### src/rtl/overlay_blend_pipe.sv
// Three-stage overlay pipeline: blends a logo stream with per-pixel alpha onto an
// AXI4-Stream video stream inside a programmable window (bypass / blend / colour key).
module overlay_blend_pipe #(
  parameter int CTRL_WIDTH    = 32,
  parameter int CHANNELS      = 4,
  parameter int CHANNEL_WIDTH = 8,
  parameter int ALPHA_WIDTH   = 8,
  localparam int DATA_WIDTH   = CHANNELS * CHANNEL_WIDTH
) (
  input  logic                              M_AXI_ACLK,
  input  logic                              M_AXI_ARESET,
  input  logic                              run,
  input  logic [1:0]                        mode,
  input  logic [CTRL_WIDTH-1:0]             width,
  input  logic [CTRL_WIDTH-1:0]             height,
  input  logic [CTRL_WIDTH-1:0]             logo_hbegin,
  input  logic [CTRL_WIDTH-1:0]             logo_hend,
  input  logic [CTRL_WIDTH-1:0]             logo_vbegin,
  input  logic [CTRL_WIDTH-1:0]             logo_vend,
  input  logic [ALPHA_WIDTH-1:0]            global_alpha,
  output logic                              done,
  output logic [CTRL_WIDTH-1:0]             hlocation,
  output logic [CTRL_WIDTH-1:0]             vlocation,
  output logic                              eol_error,
  input  logic [DATA_WIDTH-1:0]             S_AXIS_TDATA_VIDEO,
  input  logic                              S_AXIS_TVALID_VIDEO,
  output logic                              S_AXIS_TREADY_VIDEO,
  input  logic                              S_AXIS_TLAST_VIDEO,
  input  logic                              S_AXIS_TUSER_VIDEO,
  input  logic [DATA_WIDTH+ALPHA_WIDTH-1:0] S_AXIS_TDATA_LOGO,
  input  logic                              S_AXIS_TVALID_LOGO,
  output logic                              S_AXIS_TREADY_LOGO,
  output logic [DATA_WIDTH-1:0]             M_AXIS_TDATA_VIDEO,
  output logic                              M_AXIS_TVALID_VIDEO,
  input  logic                              M_AXIS_TREADY_VIDEO,
  output logic                              M_AXIS_TLAST_VIDEO,
  output logic                              M_AXIS_TUSER_VIDEO
);

  localparam int SUM_W = CHANNEL_WIDTH + ALPHA_WIDTH + 1;
  localparam int PRD_W = 2 * ALPHA_WIDTH;
  localparam int NRM_W = ((SUM_W > PRD_W) ? SUM_W : PRD_W) + 2;
  localparam logic [NRM_W-1:0]       RND    = NRM_W'(1) << (ALPHA_WIDTH - 1);
  localparam logic [ALPHA_WIDTH-1:0] AMAX   = '1;
  localparam logic [NRM_W-1:0]       AMAX_N = NRM_W'(AMAX);
  localparam logic [NRM_W-1:0]       CMAX_N = NRM_W'({CHANNEL_WIDTH{1'b1}});
  localparam logic [CTRL_WIDTH-1:0]  ONE    = CTRL_WIDTH'(1);

  // Rounded division by AMAX without a divider; exact for 8-bit operands.
  function automatic logic [NRM_W-1:0] norm(input logic [NRM_W-1:0] x);
    logic [NRM_W-1:0] t;
    t = x + RND;
    return (t + (t >> ALPHA_WIDTH)) >> ALPHA_WIDTH;
  endfunction

  logic unused_tuser;
  assign unused_tuser = S_AXIS_TUSER_VIDEO;

  logic [CTRL_WIDTH-1:0]  h_cnt, v_cnt;
  logic [1:0]             sh_mode;
  logic [CTRL_WIDTH-1:0]  sh_width, sh_height, sh_hbegin, sh_hend, sh_vbegin, sh_vend;
  logic [ALPHA_WIDTH-1:0] sh_ga;

  // The pixel at (0,0) is the one that loads the shadows, so it sees the live values.
  logic                   at_origin;
  logic [1:0]             cfg_mode;
  logic [CTRL_WIDTH-1:0]  cfg_width, cfg_height, cfg_hbegin, cfg_hend, cfg_vbegin, cfg_vend;
  logic [ALPHA_WIDTH-1:0] cfg_ga;

  assign at_origin  = (h_cnt == '0) && (v_cnt == '0);
  assign cfg_mode   = at_origin ? mode         : sh_mode;
  assign cfg_width  = at_origin ? width        : sh_width;
  assign cfg_height = at_origin ? height       : sh_height;
  assign cfg_hbegin = at_origin ? logo_hbegin  : sh_hbegin;
  assign cfg_hend   = at_origin ? logo_hend    : sh_hend;
  assign cfg_vbegin = at_origin ? logo_vbegin  : sh_vbegin;
  assign cfg_vend   = at_origin ? logo_vend    : sh_vend;
  assign cfg_ga     = at_origin ? global_alpha : sh_ga;

  logic in_win, line_end, frame_end;
  assign in_win = ((cfg_mode == 2'd1) || (cfg_mode == 2'd2)) &&
                  (h_cnt >= cfg_hbegin) && (h_cnt < cfg_hend) &&
                  (v_cnt >= cfg_vbegin) && (v_cnt < cfg_vend);
  assign line_end  = (h_cnt == cfg_width - ONE);
  assign frame_end = line_end && (v_cnt == cfg_height - ONE);

  logic s1_valid, s2_valid, s3_valid;
  logic enable, accept_ok, adv;
  assign enable              = !s3_valid || M_AXIS_TREADY_VIDEO;
  assign accept_ok           = !M_AXI_ARESET && enable && run;
  assign S_AXIS_TREADY_VIDEO = accept_ok && (!in_win || S_AXIS_TVALID_LOGO);
  assign S_AXIS_TREADY_LOGO  = accept_ok && in_win && S_AXIS_TVALID_VIDEO;
  assign adv                 = S_AXIS_TREADY_VIDEO && S_AXIS_TVALID_VIDEO;
  assign hlocation           = h_cnt;
  assign vlocation           = v_cnt;

  always_ff @(posedge M_AXI_ACLK or posedge M_AXI_ARESET) begin
    if (M_AXI_ARESET) begin
      h_cnt <= '0; v_cnt <= '0;
      sh_mode <= '0; sh_width <= '0; sh_height <= '0; sh_ga <= '0;
      sh_hbegin <= '0; sh_hend <= '0; sh_vbegin <= '0; sh_vend <= '0;
    end else if (adv) begin
      if (at_origin) begin
        sh_mode <= mode; sh_width <= width; sh_height <= height; sh_ga <= global_alpha;
        sh_hbegin <= logo_hbegin; sh_hend <= logo_hend;
        sh_vbegin <= logo_vbegin; sh_vend <= logo_vend;
      end
      if (!line_end) begin
        h_cnt <= h_cnt + ONE;
      end else begin
        h_cnt <= '0;
        v_cnt <= frame_end ? '0 : v_cnt + ONE;
      end
    end
  end

  always_ff @(posedge M_AXI_ACLK or posedge M_AXI_ARESET) begin
    if (M_AXI_ARESET)                                      eol_error <= 1'b0;
    else if (!run)                                         eol_error <= 1'b0;
    else if (adv && (S_AXIS_TLAST_VIDEO != line_end))      eol_error <= 1'b1;
  end

  // Stage 1: operands and sideband
  logic [DATA_WIDTH-1:0]  s1_video, s1_logo;
  logic [ALPHA_WIDTH-1:0] s1_alpha, s1_ga;
  logic s1_blend, s1_key, s1_last, s1_user, s1_fend;

  always_ff @(posedge M_AXI_ACLK or posedge M_AXI_ARESET) begin
    if (M_AXI_ARESET) begin
      s1_valid <= 1'b0; s1_video <= '0; s1_logo <= '0; s1_alpha <= '0; s1_ga <= '0;
      s1_blend <= 1'b0; s1_key <= 1'b0; s1_last <= 1'b0; s1_user <= 1'b0; s1_fend <= 1'b0;
    end else if (enable) begin
      s1_valid <= adv;
      s1_video <= S_AXIS_TDATA_VIDEO;
      s1_logo  <= S_AXIS_TDATA_LOGO[DATA_WIDTH-1:0];
      s1_alpha <= S_AXIS_TDATA_LOGO[DATA_WIDTH +: ALPHA_WIDTH];
      s1_ga    <= cfg_ga;
      s1_blend <= in_win && (cfg_mode == 2'd1);
      s1_key   <= in_win && (cfg_mode == 2'd2);
      s1_last  <= line_end;
      s1_user  <= at_origin;
      s1_fend  <= frame_end;
    end
  end

  // Stage 2: effective alpha and weighted channel sums
  logic [PRD_W-1:0]       a_prod;
  logic [NRM_W-1:0]       a_norm;
  logic [ALPHA_WIDTH-1:0] a_eff, a_inv;
  logic [CHANNELS-1:0][SUM_W-1:0] sum_next, s2_sum;

  always_comb begin
    a_prod   = PRD_W'(s1_alpha) * PRD_W'(s1_ga);
    a_norm   = norm(NRM_W'(a_prod));
    a_eff    = (a_norm > AMAX_N) ? AMAX : a_norm[ALPHA_WIDTH-1:0];
    a_inv    = AMAX - a_eff;
    sum_next = '0;
    for (int c = 0; c < CHANNELS; c++) begin
      sum_next[c] = SUM_W'(s1_video[c*CHANNEL_WIDTH +: CHANNEL_WIDTH]) * SUM_W'(a_inv) +
                    SUM_W'(s1_logo[c*CHANNEL_WIDTH +: CHANNEL_WIDTH]) * SUM_W'(a_eff);
    end
  end

  logic [DATA_WIDTH-1:0] s2_video, s2_logo;
  logic s2_blend, s2_key_hit, s2_last, s2_user, s2_fend;

  always_ff @(posedge M_AXI_ACLK or posedge M_AXI_ARESET) begin
    if (M_AXI_ARESET) begin
      s2_valid <= 1'b0; s2_sum <= '0; s2_video <= '0; s2_logo <= '0;
      s2_blend <= 1'b0; s2_key_hit <= 1'b0; s2_last <= 1'b0; s2_user <= 1'b0; s2_fend <= 1'b0;
    end else if (enable) begin
      s2_valid   <= s1_valid;
      s2_sum     <= sum_next;
      s2_video   <= s1_video;
      s2_logo    <= s1_logo;
      s2_blend   <= s1_blend;
      s2_key_hit <= s1_key && (s1_alpha != '0);
      s2_last    <= s1_last;
      s2_user    <= s1_user;
      s2_fend    <= s1_fend;
    end
  end

  // Stage 3: normalise, saturate, select
  logic [CHANNELS-1:0][NRM_W-1:0] s3_norm;
  logic [DATA_WIDTH-1:0]          blended, out_next;

  always_comb begin
    s3_norm = '0;
    blended = '0;
    for (int c = 0; c < CHANNELS; c++) begin
      s3_norm[c] = norm(NRM_W'(s2_sum[c]));
      blended[c*CHANNEL_WIDTH +: CHANNEL_WIDTH] =
        (s3_norm[c] > CMAX_N) ? {CHANNEL_WIDTH{1'b1}} : s3_norm[c][CHANNEL_WIDTH-1:0];
    end
    if (s2_blend)        out_next = blended;
    else if (s2_key_hit) out_next = s2_logo;
    else                 out_next = s2_video;
  end

  logic s3_fend;
  assign M_AXIS_TVALID_VIDEO = s3_valid;

  always_ff @(posedge M_AXI_ACLK or posedge M_AXI_ARESET) begin
    if (M_AXI_ARESET) begin
      s3_valid <= 1'b0; M_AXIS_TDATA_VIDEO <= '0;
      M_AXIS_TLAST_VIDEO <= 1'b0; M_AXIS_TUSER_VIDEO <= 1'b0; s3_fend <= 1'b0;
    end else if (enable) begin
      s3_valid           <= s2_valid;
      M_AXIS_TDATA_VIDEO <= out_next;
      M_AXIS_TLAST_VIDEO <= s2_last;
      M_AXIS_TUSER_VIDEO <= s2_user;
      s3_fend            <= s2_fend;
    end
  end

  always_ff @(posedge M_AXI_ACLK or posedge M_AXI_ARESET) begin
    if (M_AXI_ARESET) done <= 1'b0;
    else              done <= s3_valid && M_AXIS_TREADY_VIDEO && s3_fend;
  end

endmodule

### config.mk
export PLATFORM = sky130hd
export DESIGN_NAME = overlay_blend_pipe
export DESIGN_NICKNAME = d
export VERILOG_FILES = /design/src/rtl/overlay_blend_pipe.sv
export SDC_FILE = /design/constraint.sdc
export NUM_CORES = 2
export LEC_CHECK = 0
export BUFFER_PORTS_ARGS = -buffer_cell sky130_fd_sc_hd__buf_2
export CORE_MARGIN = 5
export CORE_UTILIZATION = 57
export CTS_CLUSTER_DIAMETER = 200
export CTS_CLUSTER_SIZE = 8
export DETAILED_ROUTE_END_ITERATION = 6
export PLACE_DENSITY = 0.8
export SLEW_MARGIN = 20
export SYNTH_ARGS = -nofsm -noshare
export SYNTH_HDL_FRONTEND = slang
export SYNTH_SLANG_ARGS = --single-unit
### constraint.sdc
create_clock -name M_AXI_ACLK -period 20.5 [get_ports M_AXI_ACLK]
set_input_delay 4.1 -clock M_AXI_ACLK [delete_from_list [all_inputs] [get_ports M_AXI_ACLK]]
set_output_delay 4.1 -clock M_AXI_ACLK [all_outputs]
set_load 0.05 [all_outputs]
==> key figures <==
Setup path
  • Worst Setup Path Type: reg2reg
  • Required @ worst endpoint: 20.96 ns
  • Critical path peak fanout: 85
  • Largest stage delay, worst path: approximately 0.70 ns
  • Top cell by count, worst path: fa_1
  • Slowest cell on the critical path: buf_4
  • CP Launch Type: flip-flop
  • WP buf/inv: 11
  • Worst Setup End Kind: flip-flop
  • Crit path DAT: around 14 ns
  • Top delay family on crit path: adder cells

Die
  • Core area: around 90000 um2
  • Die Width: 312.0 um
  • Starting Density: 0.5758
  • Die span in y: approximately 310 um
  • Die ar.: 97350 um2
  • Row Count: 110
  • I/O Pins: 385

Clocking
  • Root Buffer: clkbuf_16
  • CTS Hold Bufs: 0
  • Clock transition at the registers of the reported paths: ~0.05 ns
  • Cts repair resizes: 0
  • Clock buffer depth: 3
  • Sink Count: around 530
  • Worst-Skew Late Latency: just under 0.7 ns
  • H-Tree Level Count: 3
  • Total CTS buffers: 75
  • CTS tree: done
  • Postcts setup bufs: 0

Logic synthesis
  • Seq cells post-synth: 528
  • Cell area after synthesis: ~52000 um2
  • Yosys warns: 0
  • Register area share after synthesis: 0.2541
  • Syn Inst Count: 5913
  • Primary FF master, synth: dfrtp_1
  • Synth cell types: 87
  • Mapped Avg Cell Area: 8.792 um2
  • Post-synth EDFFs: 0
  • Async set or reset register ratio after synthesis: 1.000

GRT
  • Largest net degree at the start of global routing: roughly 160
  • GRT Residual Overflow: 0
  • Initial antenna violation count: between 40 and 50
  • First-pass GRT wire length: around 240000 um
  • Total GRT Usage: 0.3122
  • Vias in the first global route: between 40k and 50k

Timing
  • Worst Max-Slew Pin Slew: around 1.1 ns
  • Slew Limit Fails: 0
  • Tcrit/Tclk final: 0.6668
  • Sum of negative setup slack: 0 ns
  • Max-slew headroom: 0.2468
  • RSZ-0062 raised after global routing: no
  • Setup Skew: just under 0.04 ns
  • Max frequency: between 0.07 and 0.08 GHz
  • Hold Fails Final Rpt: 0
  • Final-report setup violation count: 0
  • Min Tclk post-route: around 14 ns

Placement
  • Hpwl dp: approximately 110000 um
  • GPL Wtd Cong: ~0.95
  • Placed cells: 7220
  • I/O Buffers: about 380

Job
  • Max cap viols: 0

Route
  • 1st-pass router iterations: 5
  • Starting DRC count in detailed routing: 3929
  • Post-route DRC: 0
  • Routed vias/inst: about 6
  • Post-route ant nets: 0
  • DR vias: around 44k
  • Routed wire length: ~150000 um
  • Drt wl/cell: roughly 21 um

Layout
  • # nets final: 7310
  • Storage element area: between 10000 and 15000 um2
  • Most frequent cells in the layout: nand2_1 (972), inv_1 (671), dfrtp_1 (527)
  • Layout area overhead: 9.268%
  • Final std cells w/o fill: ~7.3k
  • Layout fillers: 7527
  • Commonest non-fill, non-tap cell in the layout: nand2_1
  • Multi-input gate area: between 30000 and 40000 um2
  • Fraction of layout cells with a size suffix above 1: 0.1142

Outcome
  • Status: finished, final reports clean

Hold path
  • Worst Hold Class: reg2reg
==> final cells by class <==
class                   instances  area share
clock inverters                 7    0.002665
diodes                         32    0.001410
inverters                     673     0.04454
flip-flops and latches        528      0.2326
clock buffers                  76     0.03310
well taps                    1176     0.02590
multi-input cells            4385      0.6154
repair buffers                459     0.04436
==> routing by layer <==
metal  routed length (um)  track usage
met5                  120            0
met2                69830       0.4961
met4                 9497       0.1668
met3                14770      0.07792
met1                59360       0.3960
==> final timing paths <==
kind                                                     start                              to  slack, ns  cells past startpoint
worst max-delay path                   s1_alpha[7]$_DFFE_PP0N_          s2_sum[50]$_DFFE_PP0N_       6.83                     46
worst min-delay path            M_AXIS_TLAST_VIDEO$_DFFE_PP0N_  M_AXIS_TLAST_VIDEO$_DFFE_PP0N_       0.46                      2
worst max register to register         s1_alpha[7]$_DFFE_PP0N_          s2_sum[50]$_DFFE_PP0N_       6.83                     46
worst min register to register  M_AXIS_TLAST_VIDEO$_DFFE_PP0N_  M_AXIS_TLAST_VIDEO$_DFFE_PP0N_       0.46                      2
max in group asynchronous                         M_AXI_ARESET         s1_logo[10]$_DFFE_PP0N_      13.91                      6
min in group asynchronous                         M_AXI_ARESET        sh_width[22]$_DFFE_PP0P_       3.64                      3
==> state kept, by name (all words and copies together) (netlist names), 2 cells and up <==
name and cells:
vlocation 32, s1_logo 32, sh_vend 32, M_AXIS_TDATA_VIDEO 32, sh_mode 2, sh_vbegin 32
s2_logo 32, s2_sum 68, s1_video 32, s1_ga 8, sh_hbegin 32, s2_video 32
hlocation 32, sh_width 32, sh_height 32, sh_ga 8, sh_hend 32, s1_alpha 8
==> synth_stat cells (23+ instances only) <==
| master | instances | area share |
|---|---|---|
| nand2_1 | 972 | 0.070 |
| inv_1 | 672 | 0.049 |
| dfrtp_1 | 528 | 0.25 |
| ha_1 | 481 | 0.12 |
| fa_1 | 425 | 0.16 |
| nor2_1 | 275 | 0.020 |
| o21ai_0 | 272 | 0.026 |
| clkbuf_1 | 240 | 0.017 |
| and3_1 | 195 | 0.023 |
| and2_1 | 187 | 0.023 |
| a21oi_1 | 185 | 0.018 |
| mux2i_1 | 178 | 0.034 |
| xnor2_1 | 162 | 0.027 |
| nand3_1 | 106 | 0.010 |
| mux2_2 | 99 | 0.021 |
| nor3_1 | 98 | 0.0094 |
| xor2_1 | 86 | 0.014 |
| nor2b_1 | 68 | 0.0082 |
| nand4_1 | 54 | 0.0065 |
| nor4_1 | 50 | 0.0060 |
| a21o_1 | 43 | 0.0062 |
| nand2b_1 | 40 | 0.0048 |
| o22ai_1 | 35 | 0.0042 |
| buf_2 | 33 | 0.0032 |
| a31oi_1 | 28 | 0.0034 |
| buf_4 | 28 | 0.0040 |
| a211oi_1 | 27 | 0.0039 |
| o211ai_1 | 25 | 0.0036 |
| or4_1 | 25 | 0.0036 |
| buf_1 | 23 | 0.0017 |
==> cells by family (layout without fill, tap and decap cells) <==
group / after synthesis / count (layout) / synth area share
XOR/XNOR: 249 / 249 / 0.04224
adder cells (fa/ha/maj): 906 / 906 / 0.2794
AND/OR/NAND/NOR: 2174 / 2174 / 0.2010
AO/OA/AOI/OAI: 773 / 773 / 0.09107
buffers and inverters: 1003 / 1215 / 0.07562
flip-flops: 528 / 528 / 0.2541
other: 1 / 36 / 0.00007213
multiplexers: 279 / 279 / 0.05641
==> worst reg2reg max path: cells and delay by family (launching register included) <==
kind	cells	cell delay, ns
compound gates	15	3.54
xor+xnor	2	0.55
fa+ha+maj	13	6.12
buf+inv	11	1.82
flops	1	0.56
simple gates	5	0.92
==> stage by stage <==
stage                     area, um2  hold WS (ns)  setup slack [ns]  utilization
after floorplan               52000        0.4300             3.352            -
after global placement        54670        0.4411             7.190       0.6055
after detailed placement      54670        0.4508             6.883       0.6055
after CTS                     56700        0.4621             6.829       0.6280
after global routing          56780        0.4792             5.967       0.6289
final                         56810        0.4567             6.831       0.6292
Power is left out: the tool's default activity adds up to more than one toggle a clock period on the data nets, which glitch-free logic cannot reach.
